<file path="config.mk">
export PLATFORM = sky130hd
export DESIGN_NAME = sipo_shift_register_4b
export DESIGN_NICKNAME = d
export VERILOG_FILES = /design/src/rtl/sipo_shift_register_4b.sv
export SDC_FILE = /design/constraint.sdc
export NUM_CORES = 1
export LEC_CHECK = 0
export CORE_AREA = 2 2 39 41
export CTS_BUF_LIST = sky130_fd_sc_hd__clkbuf_4 sky130_fd_sc_hd__clkbuf_8
export DETAILED_ROUTE_END_ITERATION = 8
export DIE_AREA = 0 0 41 43
export MAX_ROUTING_LAYER = met4
export PLACE_DENSITY_LB_ADDON = 0.3
export RECOVER_POWER = 100
export SLEW_MARGIN = 20
export SYNTH_ARGS = -nofsm -noshare
export SYNTH_HDL_FRONTEND = slang
export SYNTH_SLANG_ARGS = --single-unit
</file>
<file path="constraint.sdc">
create_clock -name clk -period 0.93 [get_ports clk]
set_input_delay 0.093 -clock clk [delete_from_list [all_inputs] [get_ports clk]]
set_output_delay 0.093 -clock clk [all_outputs]
set_load 0.1 [all_outputs]
</file>
<file path="src/rtl/sipo_shift_register_4b.sv">
// Serial-in, parallel-out shift register; new bits enter at the MSB and q_bar mirrors ~q.
// Optional saturating fill counter and `full` flag when SIPO_FULL_FLAG_EN is defined.
module sipo_shift_register_4b #(
  parameter int WIDTH = 4
) (
  input  logic             clk,
  input  logic             rst,
  input  logic             en,
  input  logic             din,
  output logic [WIDTH-1:0] q,
  output logic [WIDTH-1:0] q_bar
`ifdef SIPO_FULL_FLAG_EN
  ,
  output logic             full
`endif
);

  logic [WIDTH-1:0] shift_q;
  logic [WIDTH-1:0] shift_d;

  always_comb begin
    shift_d = shift_q;
    if (en) begin
      shift_d = {din, shift_q[WIDTH-1:1]};
    end
  end

  always_ff @(posedge clk) begin
    if (rst) begin
      shift_q <= '0;
    end else begin
      shift_q <= shift_d;
    end
  end

  assign q = shift_q;

  // Complement is taken straight off the register so it can never lag q.
  genvar gi;
  generate
    for (gi = 0; gi < WIDTH; gi++) begin : g_qbar
      assign q_bar[gi] = ~shift_q[gi];
    end
  endgenerate

`ifdef SIPO_FULL_FLAG_EN
  localparam int              CNT_W   = $clog2(WIDTH + 1);
  localparam logic [CNT_W-1:0] CNT_MAX = CNT_W'(WIDTH);

  logic [CNT_W-1:0] cnt_q;
  logic [CNT_W-1:0] cnt_d;
  logic             full_q;
  logic             full_d;

  // Counter saturates at WIDTH: once every bit holds shifted data it stays full.
  always_comb begin
    cnt_d = cnt_q;
    if (en && (cnt_q != CNT_MAX)) begin
      cnt_d = cnt_q + 1'b1;
    end
    full_d = (cnt_d == CNT_MAX);
  end

  always_ff @(posedge clk) begin
    if (rst) begin
      cnt_q  <= '0;
      full_q <= 1'b0;
    end else begin
      cnt_q  <= cnt_d;
      full_q <= full_d;
    end
  end

  assign full = full_q;
`endif

endmodule

</file>
### Word-level counts from Yosys, hierarchy flattened

Cells that the tools add are included.

* bitwise logic cells: 4

Operator list (count)
* inverter 1 bit: 4

* bits in registers: 4
* output and inout port bits: 8
* word-level logic and storage cells: 5

### Depth between registers and ports, before layout

* depth in word-level cells: 1
* depth in mapped cells: 3
* mapped depth without buffers: 2

### Worst setup path after synthesis

Ideal clock, no wire load.

* path type: register -> output
* start point: register shift_q[1], in the netlist q[1]
* end point: output q_bar[1]
* arrival: 1.654 ns
* path slack: -0.817 ns
* cell stages (with the launch flop): 2
* buffers on the path: 0
* cells stage by stage: dfxtp_1 inv_1

* word-level cells in the longest chain between the ends: 1

Ends and longest elaborated chain
* from (decl): RTL line 18 `logic [WIDTH-1:0] shift_q;`
* from (signal assigned): RTL line 32 `shift_q <= shift_d;`
* inverter 1 bit: RTL line 42 `assign q_bar[gi] = ~shift_q[gi];`
* to (decl): RTL line 11 `output logic [WIDTH-1:0] q_bar`

Every way passes these cells.

### Worst setup path in the final report

* start point: register shift_q[2], in the netlist q[2]
* end point: output q_bar[2]

The elaborated chain is that of the path after synthesis.

==> qor.yml <==
io_buffer_count: 11
drc_errors: 0
setup_violations: 4
die_h_um: 43
drv_cap: 0
critPathMaxFanout: 3
cp.required_ns: 0.84
drtIter0Drc: 0
n_fill_cell: 147
final_cell_mix: "buf_12 (5), clkinvlp_4 (4), mux2i_1 (4), nor2_1 (4), dfxtp_4 (4)"
worst-r2r-setup-slack_ns: 0.13
worstHoldStart: "rst"
p_per_area_nw_per_um2: 1270
cts_buffer_depth: 2
worstHoldPathType: "in2reg"
cp-endpoint: "q_bar[2]"
synth_top_area_cell: "dfxtp_1"
vias: 158
cts_buffers: 3
postLayoutSetupSlackWorst_ns: -0.0290
syn-num-nets: 21
cts-htree-levels: 1
reg2regPathDepth: 3
synth_seq_cells: 4
area_growth_syn_to_layout_pct: 171
die_width_um: 41
grt.overflow.total: 0
yosys-top-cells-area: "dfxtp_1 (52%), mux2i_1 (26%), inv_1 (9.7%)"
postSynthAreaPerCell_sq_um: 9.13
cp-start-kind: "flip-flop"
fin_skew_ns: 0.00240
cts_resized: 0
r2r-end: "q[2]$_SDFFE_PP0P_"
stdcell_area_sq_um: 420
grt_max_degree: 5
worstPathArrival_ns: 0.87
fin_crit_ns: 0.959
fin_crit_sh: 1.03
placed_area_sq_um: 390
critical_path_class: "reg2out"
synth_cells: 17
nets: 39
finalWeightedCongestion: 0.687
synth_area_sq_um: 155
worstSkewPairLatency_ns: 0.23
antenna_found_initial: 0
cts_sinks: 4
largest_register_ffs: 4
cp-end-kind: "primary output"
n_antenna_cell: 0
leakage_nw: 0.179
wl_per_cell_um: 8.00
ys.warnings.count: 0
clock-root-buffer: "clkbuf_4"
outcome: "finished, violations left"
clk_pin_slew_ns: 0.04
slew_headroom: 0.849
first_pass_iters: 1
finalHoldViolCount: 0
track_usage: 0.0587
report.final.slew_viol_count: 0
timing.rr.start: "q[3]$_SDFFE_PP0P_"
start_util: 0.112
hpwl_um: 359
hold_slack_ns: 0.474
ctsHoldBuffers: 0
yosysSeqAreaShare: 0.516
drt-vias-per-instance: 3.22
violations: "setup timing"
synth_top_area_frac: 0.516
cts_tree: "yes"
ys_types: 5
layout-drive-gt1-share: 0.667
die-area_sq_um: 1760
worst_slew_pin_slew_ns: 0.225
wl_um: 392
route.antenna.remaining_nets: 0
grt_setup_unrepaired: "true"
final_common_cell: "buf_12"
fmax_ghz: 1.04
crit_start: "q[2]$_SDFFE_PP0P_"
grt_first_pass_wirelength_um: 641
rows: 14
peakVddDrop_mv: 0.375
grt_pass1_vias: 185
fp.coreArea_sq_um: 1380
num_io_pins: 12
stage by stage:
stage,TNS [ns],utilization,setup WS [ns],instances,power (mW)
floorplan,-0.807,-,-0.204,17,0.270
global placement,-0.487,0.282,-0.126,43,0.332
detailed placement,-0.589,0.282,-0.167,43,0.333
CTS,-0.129,0.315,-0.0386,49,0.550
global route,-0.180,0.304,-0.0600,49,0.557
finish,-0.0613,0.304,-0.0290,49,0.533
metal layers:
layer | track usage | up-vias | share of wire
met5 | - | - | 0
met4 | 0.0600 | 0 | 0
met3 | 0.0209 | 0 | 0.051
met2 | 0.0969 | 2 | 0.68
met1 | 0.0419 | 71 | 0.27
li1 | - | 85 | -
area by class of cell:
cell class / instances / area [sq um] / share of cell area
flip-flops and latches: 4 / 95.1 / 0.226
inverters: 4 / 30.0 / 0.0714
clock buffers: 3 / 22.5 / 0.0536
well taps: 16 / 20.0 / 0.0476
repair buffers: 14 / 198 / 0.470
multi-input cells: 8 / 55.1 / 0.131
worst max-delay path, cell delays in order (launching register included):
cell and delay, ns:
dfxtp_4 0.37, clkinvlp_4 0.10, buf_12 0.17
worst min-delay path by stage:
stage / end / depth (start not counted)
after detailed placement: q[0]$_SDFFE_PP0P_ / 2
after global routing: q[2]$_SDFFE_PP0P_ / 2
after floorplan: q[0]$_SDFFE_PP0P_ / 1
after global placement: q[0]$_SDFFE_PP0P_ / 2
after CTS: q[3]$_SDFFE_PP0P_ / 2
final: q[3]$_SDFFE_PP0P_ / 2
where the power goes:
part	switching [mW]	internal, mW	total [mW]	leakage (nW)
combinational	0.0935	0.0589	0.152	0.130
sequential	0.00846	0.170	0.179	0.0355
clock	0.0584	0.143	0.202	0.0138
synth_stat cells (all sizes together):
master / n
nor2: 4
mux2i: 4
inv: 4
clkbuf: 1
dfxtp: 4
cell families after synthesis:
family,Yosys count,share of synthesized area
simple gates,4,0.0967
buf+inv,5,0.129
mux,4,0.258
flops,4,0.516
timing repair:
item                       CTS  global route
gates cloned                 0             0
setup endpoints to repair    4             4
setup buffers                3             0
(Power assumes the default switching activity.)
